**src/rtl/csa_pkg.sv**
```systemverilog
`default_nettype none
// ============================================================================
// Module   : csa_pkg
// Brief    : Shared encodings, state type and sizing helpers for the
//            carry-save modular accumulator.
// Revision : 1.0 - initial release
// ============================================================================
package csa_pkg;

    localparam logic OP_ADD = 1'b0;
    localparam logic OP_SUB = 1'b1;

    typedef enum logic [1:0] {
        ST_IDLE    = 2'd0,
        ST_RESOLVE = 2'd1,
        ST_CORRECT = 2'd2,
        ST_DONE    = 2'd3
    } state_e;

    // Two guard bits give room for subtraction sign and a 2Q overshoot.
    function automatic int calc_iw(input int width);
        return width + 2;
    endfunction

    function automatic int calc_nch(input int width, input int chunk);
        return (calc_iw(width) + chunk - 1) / chunk;
    endfunction

    localparam logic [254:0] Q25519 = '1 - 255'd18;

endpackage : csa_pkg
`default_nettype wire

```
**src/rtl/csa_chunk_adder.sv**
```systemverilog
`default_nettype none
// ============================================================================
// Module   : csa_chunk_adder
// Brief    : CHUNK-bit ripple/carry-propagate adder slice with carry in/out.
// Revision : 1.0 - initial release
// ============================================================================
module csa_chunk_adder #(
    parameter int CHUNK = 64
) (
    input  logic [CHUNK-1:0] a_i,
    input  logic [CHUNK-1:0] b_i,
    input  logic             cin_i,
    output logic [CHUNK-1:0] sum_o,
    output logic             cout_o
);

    assign {cout_o, sum_o} = {1'b0, a_i} + {1'b0, b_i} + {{CHUNK{1'b0}}, cin_i};

endmodule : csa_chunk_adder
`default_nettype wire

```
**src/rtl/csa_mod_accum.sv**
```systemverilog
`default_nettype none
// ============================================================================
// Module   : csa_mod_accum
// Brief    : Multi-operand carry-save accumulator with chunked resolve and a
//            single conditional modular correction.
// Revision : 1.0 - initial release
// ============================================================================
module csa_mod_accum
    import csa_pkg::*;
#(
    parameter int WIDTH = 255,
    parameter int CHUNK = 64
) (
    input  logic             i_clk,
    input  logic             i_rst_n,
    input  logic             i_clr,
    input  logic             i_valid,
    output logic             o_ready,
    input  logic             i_op,
    input  logic [WIDTH-1:0] i_a,
    input  logic [WIDTH-1:0] i_q,
    input  logic             i_resolve,
    output logic             o_valid,
    output logic [WIDTH-1:0] o_result,
    output logic             o_err
);

    localparam int IW  = calc_iw(WIDTH);
    localparam int NCH = calc_nch(WIDTH, CHUNK);
    localparam int KW  = (NCH > 1) ? $clog2(NCH) : 1;
    localparam logic [KW-1:0] K_LAST = KW'(NCH - 1);

    state_e           state_q, state_d;
    logic [IW-1:0]    s_q, s_d;
    logic [IW-1:0]    c_q, c_d;
    logic [KW-1:0]    k_q, k_d;
    logic             carry_q, carry_d;
    logic             valid_q, valid_d;
    logic [WIDTH-1:0] result_q, result_d;
    logic             err_q, err_d;

    // ------------------------------------------------------------------
    // Carry-save row: one full adder deep, carry shifted left by one.
    // ------------------------------------------------------------------
    logic [IW-1:0] w_x;
    logic [IW-1:0] w_sum;
    logic [IW-1:0] w_cry_sh;

    assign w_x = (i_op == OP_ADD) ?  {{(IW-WIDTH){1'b0}}, i_a}
                                  : ~{{(IW-WIDTH){1'b0}}, i_a};

    // Bit 0 of the shifted carry is always free, so it carries the +1 of negation.
    assign w_cry_sh[0] = (i_op == OP_SUB);

    for (genvar i = 0; i < IW; i++) begin : g_csa
        assign w_sum[i] = s_q[i] ^ c_q[i] ^ w_x[i];
        if (i < IW - 1) begin : g_cry
            assign w_cry_sh[i+1] = (s_q[i] & c_q[i]) | (s_q[i] & w_x[i]) | (c_q[i] & w_x[i]);
        end
    end

    // ------------------------------------------------------------------
    // Chunked carry-propagate path shared by RESOLVE and CORRECT.
    // ------------------------------------------------------------------
    logic [IW-1:0]    w_qx;
    logic             w_vneg;
    logic [IW-1:0]    w_bsrc;
    int               w_sh;
    logic [CHUNK-1:0] w_ca, w_cb, w_cs;
    logic             w_cin, w_cout;
    logic [IW-1:0]    w_mask, w_wval;
    logic [IW-1:0]    w_s_merge, w_c_merge;
    logic [IW-1:0]    w_sel;

    assign w_qx   = {{(IW-WIDTH){1'b0}}, i_q};
    assign w_vneg = s_q[IW-1];

    always_comb begin
        w_sh   = int'(k_q) * CHUNK;
        w_bsrc = c_q;
        w_cin  = carry_q;
        if (state_q == ST_CORRECT) begin
            w_bsrc = w_vneg ? w_qx : ~w_qx;
        end
        if (k_q == '0) begin
            w_cin = (state_q == ST_CORRECT) && !w_vneg;
        end
        w_ca = CHUNK'(s_q >> w_sh);
        w_cb = CHUNK'(w_bsrc >> w_sh);
    end

    csa_chunk_adder #(
        .CHUNK (CHUNK)
    ) u_chunk_adder (
        .a_i    (w_ca),
        .b_i    (w_cb),
        .cin_i  (w_cin),
        .sum_o  (w_cs),
        .cout_o (w_cout)
    );

    assign w_mask    = IW'({CHUNK{1'b1}}) << w_sh;
    assign w_wval    = IW'(w_cs) << w_sh;
    assign w_s_merge = (s_q & ~w_mask) | (w_wval & w_mask);
    assign w_c_merge = (c_q & ~w_mask) | (w_wval & w_mask);

    // V lives in S, D in C after correction.
    assign w_sel = w_vneg ? c_q : (c_q[IW-1] ? s_q : c_q);

    // ------------------------------------------------------------------
    // Control
    // ------------------------------------------------------------------
    always_comb begin
        state_d  = state_q;
        s_d      = s_q;
        c_d      = c_q;
        k_d      = k_q;
        carry_d  = carry_q;
        valid_d  = 1'b0;
        result_d = result_q;
        err_d    = err_q;

        if (i_clr) begin
            state_d  = ST_IDLE;
            s_d      = '0;
            c_d      = '0;
            k_d      = '0;
            carry_d  = 1'b0;
            result_d = '0;
            err_d    = 1'b0;
        end else begin
            case (state_q)
                ST_IDLE: begin
                    if (i_valid) begin
                        s_d = w_sum;
                        c_d = w_cry_sh;
                    end
                    if (i_resolve) begin
                        state_d = ST_RESOLVE;
                        k_d     = '0;
                        carry_d = 1'b0;
                    end
                end
                ST_RESOLVE: begin
                    s_d     = w_s_merge;
                    carry_d = w_cout;
                    if (k_q == K_LAST) begin
                        c_d     = '0;
                        k_d     = '0;
                        state_d = ST_CORRECT;
                    end else begin
                        k_d = k_q + 1'b1;
                    end
                end
                ST_CORRECT: begin
                    c_d     = w_c_merge;
                    carry_d = w_cout;
                    if (k_q == K_LAST) begin
                        k_d     = '0;
                        state_d = ST_DONE;
                    end else begin
                        k_d = k_q + 1'b1;
                    end
                end
                ST_DONE: begin
                    // Stay one extra cycle so o_ready stays low while o_valid is shown.
                    if (!valid_q) begin
                        s_d      = w_sel;
                        c_d      = '0;
                        result_d = w_sel[WIDTH-1:0];
                        err_d    = |w_sel[IW-1:WIDTH];
                        valid_d  = 1'b1;
                    end else begin
                        state_d = ST_IDLE;
                    end
                end
                default: begin
                    state_d = ST_IDLE;
                end
            endcase
        end
    end

    always_ff @(posedge i_clk or negedge i_rst_n) begin
        if (!i_rst_n) begin
            state_q  <= ST_IDLE;
            s_q      <= '0;
            c_q      <= '0;
            k_q      <= '0;
            carry_q  <= 1'b0;
            valid_q  <= 1'b0;
            result_q <= '0;
            err_q    <= 1'b0;
        end else begin
            state_q  <= state_d;
            s_q      <= s_d;
            c_q      <= c_d;
            k_q      <= k_d;
            carry_q  <= carry_d;
            valid_q  <= valid_d;
            result_q <= result_d;
            err_q    <= err_d;
        end
    end

    assign o_ready  = (state_q == ST_IDLE);
    assign o_valid  = valid_q;
    assign o_result = result_q;
    assign o_err    = err_q;

endmodule : csa_mod_accum
`default_nettype wire
```
**config.mk**
```make
export PLATFORM = sky130hd
export DESIGN_NAME = csa_mod_accum
export DESIGN_NICKNAME = d
export VERILOG_FILES = /design/src/rtl/csa_pkg.sv /design/src/rtl/csa_chunk_adder.sv /design/src/rtl/csa_mod_accum.sv
export SDC_FILE = /design/constraint.sdc
export NUM_CORES = 2
export LEC_CHECK = 0
export CORE_MARGIN = 4
export CORE_UTILIZATION = 45
export CTS_CLUSTER_DIAMETER = 80
export DETAILED_ROUTE_END_ITERATION = 16
export DONT_BUFFER_PORTS = 1
export PLACE_DENSITY_LB_ADDON = 0.25
export SETUP_SLACK_MARGIN = 0.5
export SKIP_LAST_GASP = 1
export SLEW_MARGIN = 40
export SYNTH_ARGS = -nofsm -noshare
export SYNTH_HDL_FRONTEND = slang
export SYNTH_SLANG_ARGS = --single-unit
```
**constraint.sdc**
```tcl
create_clock -name i_clk -period 6.6 [get_ports i_clk]
set_input_delay 0.66 -clock i_clk [delete_from_list [all_inputs] [get_ports i_clk]]
set_output_delay 0.66 -clock i_clk [all_outputs]
set_load 0.05 [all_outputs]
```
==> results.md <==
- Largest net degree at the start of global routing: 778
- Min-delay worst type: input port to flip-flop
- WL met1: 104000 microns
- CTS sink count: ~780
- Syn Inst Count: between 6000 and 7000
- Routed wl met3: 42600 microns
- Vias/cell: 6.84
- Critical Path Most Common Cell: xnor2_1
- Fin util: 0.496
- Rel. slew slack: 0.326
- Total of max-cap violations: 0
- Total grt overflow: 0
- WHS: 26.8 ps
- Vias in the first global route: 54400
- Fillers: 12300
- IO buf count: 0
- Final Hold Fails: 0
- Synthesized net count: around 7500
- Shortest period the worst path allows: around 6100 ps
- Req. time, crit path: just over 7000 ps
- Clock latency on the worst-skew pair: 750 ps
- Delay-heaviest family, CP: compound AO/OA/AOI/OAI gates
- Post-synth EDFFs: 0
- Simple-Gate Fraction of Synth Area: 0.127
- Max H-tree Level: 3
- Achievable frequency: 0.164 GHz
- GPL Wtd Cong: 0.993
- Nets: 7264
- Ys async rst share: 1.00
- WL met2: 120000 microns
- Cell chain of the critical path: buf_12 > buf_4 > mux2i_1 > xnor2_1 > mux4_2 > nor2_1 > ha_1 > nand4_1 > nor3_1 > and4_1 > a221oi_2 > o31ai_2 > a21oi_1 > xnor2_1 > a221o_1
- Worst Path Buf+Inv: 2
- Post-CTS setup buffers: 0
- CTS tree: built
- PwrDens: ~520 nW/um^2
- Initial Util: 0.453
- Syn Area/Cell: 8.88 sq um
- Crit Path Class: flip-flop to flip-flop
- Post-DP HPWL: between 150000 and 200000 microns
- GRT Util Overall: 0.406
- DIE HEIGHT: 372 microns
- Crit path max fanout: 24
- Crit end category: flip-flop
- Core area: between 100000 and 150000 sq um
- Most frequent cells in the layout: 844 x nor2_1, 771 x dfrtp_1, 557 x nand2_1
- Pins over their slew limit: 0
- 1st-pass router iterations: 9
- Count of final setup violators: 0
- First-pass GRT wire length: between 400000 and 500000 microns
- Leak: approximately 24 nW
- Highest Signal Layer: met5
- Type of origin of the critical path: flip-flop
- Top Ports: 774
- Area Overhead vs Synth: 9.66%
- Cell variety after synth: 87
- Skew final: 39.4 ps
- Die width: about 370 microns
- CTS buffer count: 97
- Setup slack at placement: 602 ps
- Routed vias: 56600
- Clock buffer depth: 3
- Synth Register Bits: a little under 800
- Slowest CP cell: dfrtp_4
- Root Driver: clkbuf_16
- Largest family of logic cells by synthesized area: compound AO/OA/AOI/OAI gates
- Clock Pin Slew Worst Setup and Hold Paths: 60 ps
- Most common cell after layout, fill and taps aside: nor2_1
- RSZ-0062 raised after global routing: true
- Drt drc: 0
- Peak supply drop: 399 uV
- Fin Setup TNS: 0 ps
- Post-Route WL: 289000 microns
- Iteration-0 DRC Markers: 8551
- Post-synthesis compound-gate area fraction: 0.217
- Initial antenna violation count: 30
- Share of cells above drive strength 1: 0.0885
- Worst setup margin: 489 ps
- Adder-cell share of the synthesized area: 0.102
- Mux cell area share after synthesis: 0.0906
- Core Rows: 133
- Routed Antenna Nets: 0
- Worst-Margin Slew: 1000 ps
- Mapped Area: 59500 sq um
- Top FF cell, synth: dfrtp_1
- Run status: finished clean
- WL/cell: 34.9 microns
- CP arrival: between 6000 and 7000 ps
- Yosys warns: 0
- Period utilisation layout: 0.926
- Seq/Total Area, Yosys: 0.327
- Max stage delay on crit path: 770 ps
- Die area: 138000 sq um
- XOR/XNOR Fraction of Synth Area: 0.0659
## per-layer routing
| layer | track usage | vias to the layer above |
|---|---|---|
| met5 | 0 | - |
| li1 | - | 23200 |
| met1 | 0.513 | 27900 |
| met4 | 0.259 | 8 |
| met3 | 0.162 | 925 |
| met2 | 0.577 | 4487 |
## metrics by stage
step | instances | instance area [sq um] | power, W
finish | 8270 | 65200 | 0.0342
floorplan | 6701 | 59500 | 0.0204
detailed placement | 8062 | 61500 | 0.0275
CTS | 8239 | 64800 | 0.0332
global placement | 8054 | 61200 | 0.0271
global route | 8256 | 65200 | 0.0355
## cell usage after synthesis (all sizes together) (21+ instances only)
cell type / count / share of area
o21ai: 335 / 0.028
clkbuf: 431 / 0.027
o22a: 48 / 0.0071
xor2: 34 / 0.0050
nand3: 21 / 0.0018
a22oi: 72 / 0.0091
o221ai: 137 / 0.020
a21o: 39 / 0.0049
buf: 135 / 0.0095
nand2: 566 / 0.036
dfrtp: 777 / 0.33
nor2: 854 / 0.054
xnor2: 411 / 0.061
mux4: 126 / 0.048
mux2i: 253 / 0.043
a311oi: 66 / 0.0097
a221o: 111 / 0.019
nand4: 24 / 0.0025
a221oi: 91 / 0.014
o22ai: 184 / 0.019
inv: 528 / 0.033
ha: 73 / 0.015
a21oi: 400 / 0.034
fa: 258 / 0.087
and2: 70 / 0.0074
a22o: 88 / 0.013
a211oi: 177 / 0.023
nor3: 174 / 0.015
## report_power, final
group | internal (W) | switching (W) | total, W
logic | 0.00664 | 0.0131 | 0.0197
registers | 0.00601 | 0.00278 | 0.00879
clock network | 0.00326 | 0.00243 | 0.00569
## final timing paths
path,start,endpoint,slack (ps),cells past startpoint
worst max register to register,k_q[0],c_q[184],490,15
worst min-delay path,i_clr,o_valid,30,1
worst min register to register,c_q[0],c_q[0],510,2
max in group asynchronous,i_rst_n,o_result[182],4000,4
worst max-delay path,k_q[0],c_q[184],490,15
min in group asynchronous,i_rst_n,s_q[146],320,1
## cell type report
class	count	area, sq um	share of cell area
inverters	530	1990	0.0306
multi-input cells	4828	36300	0.557
clock inverters	27	395	0.00606
well taps	1755	2200	0.0337
clock buffers	150	2900	0.0444
flip-flops and latches	777	19500	0.298
repair buffers	183	1920	0.0294
diodes	20	50.0	0.000767
## what timing repair did
item,4_1_cts,5_1_grt
hold endpoints to repair,777,169
resized for setup,0,16
setup endpoints to repair,0,58
## state kept, by name, summed over array words and instances, names as in the netlist
signal and count:
o_valid 1, state_q 2, o_result 255, k_q 3, c_q 257, o_err 1, s_q 257, carry_q 1
## cell families after synthesis
kind of cell,Yosys count
xor gates and xnor gates,445
buffers and inverters,1096
and+or+nand+nor,1803
DFF,777
muxes,381
adders and majority gates,331
AOI/OAI and AO/OA,1868
No activity file was read; power rests on OpenSTA's default activity.
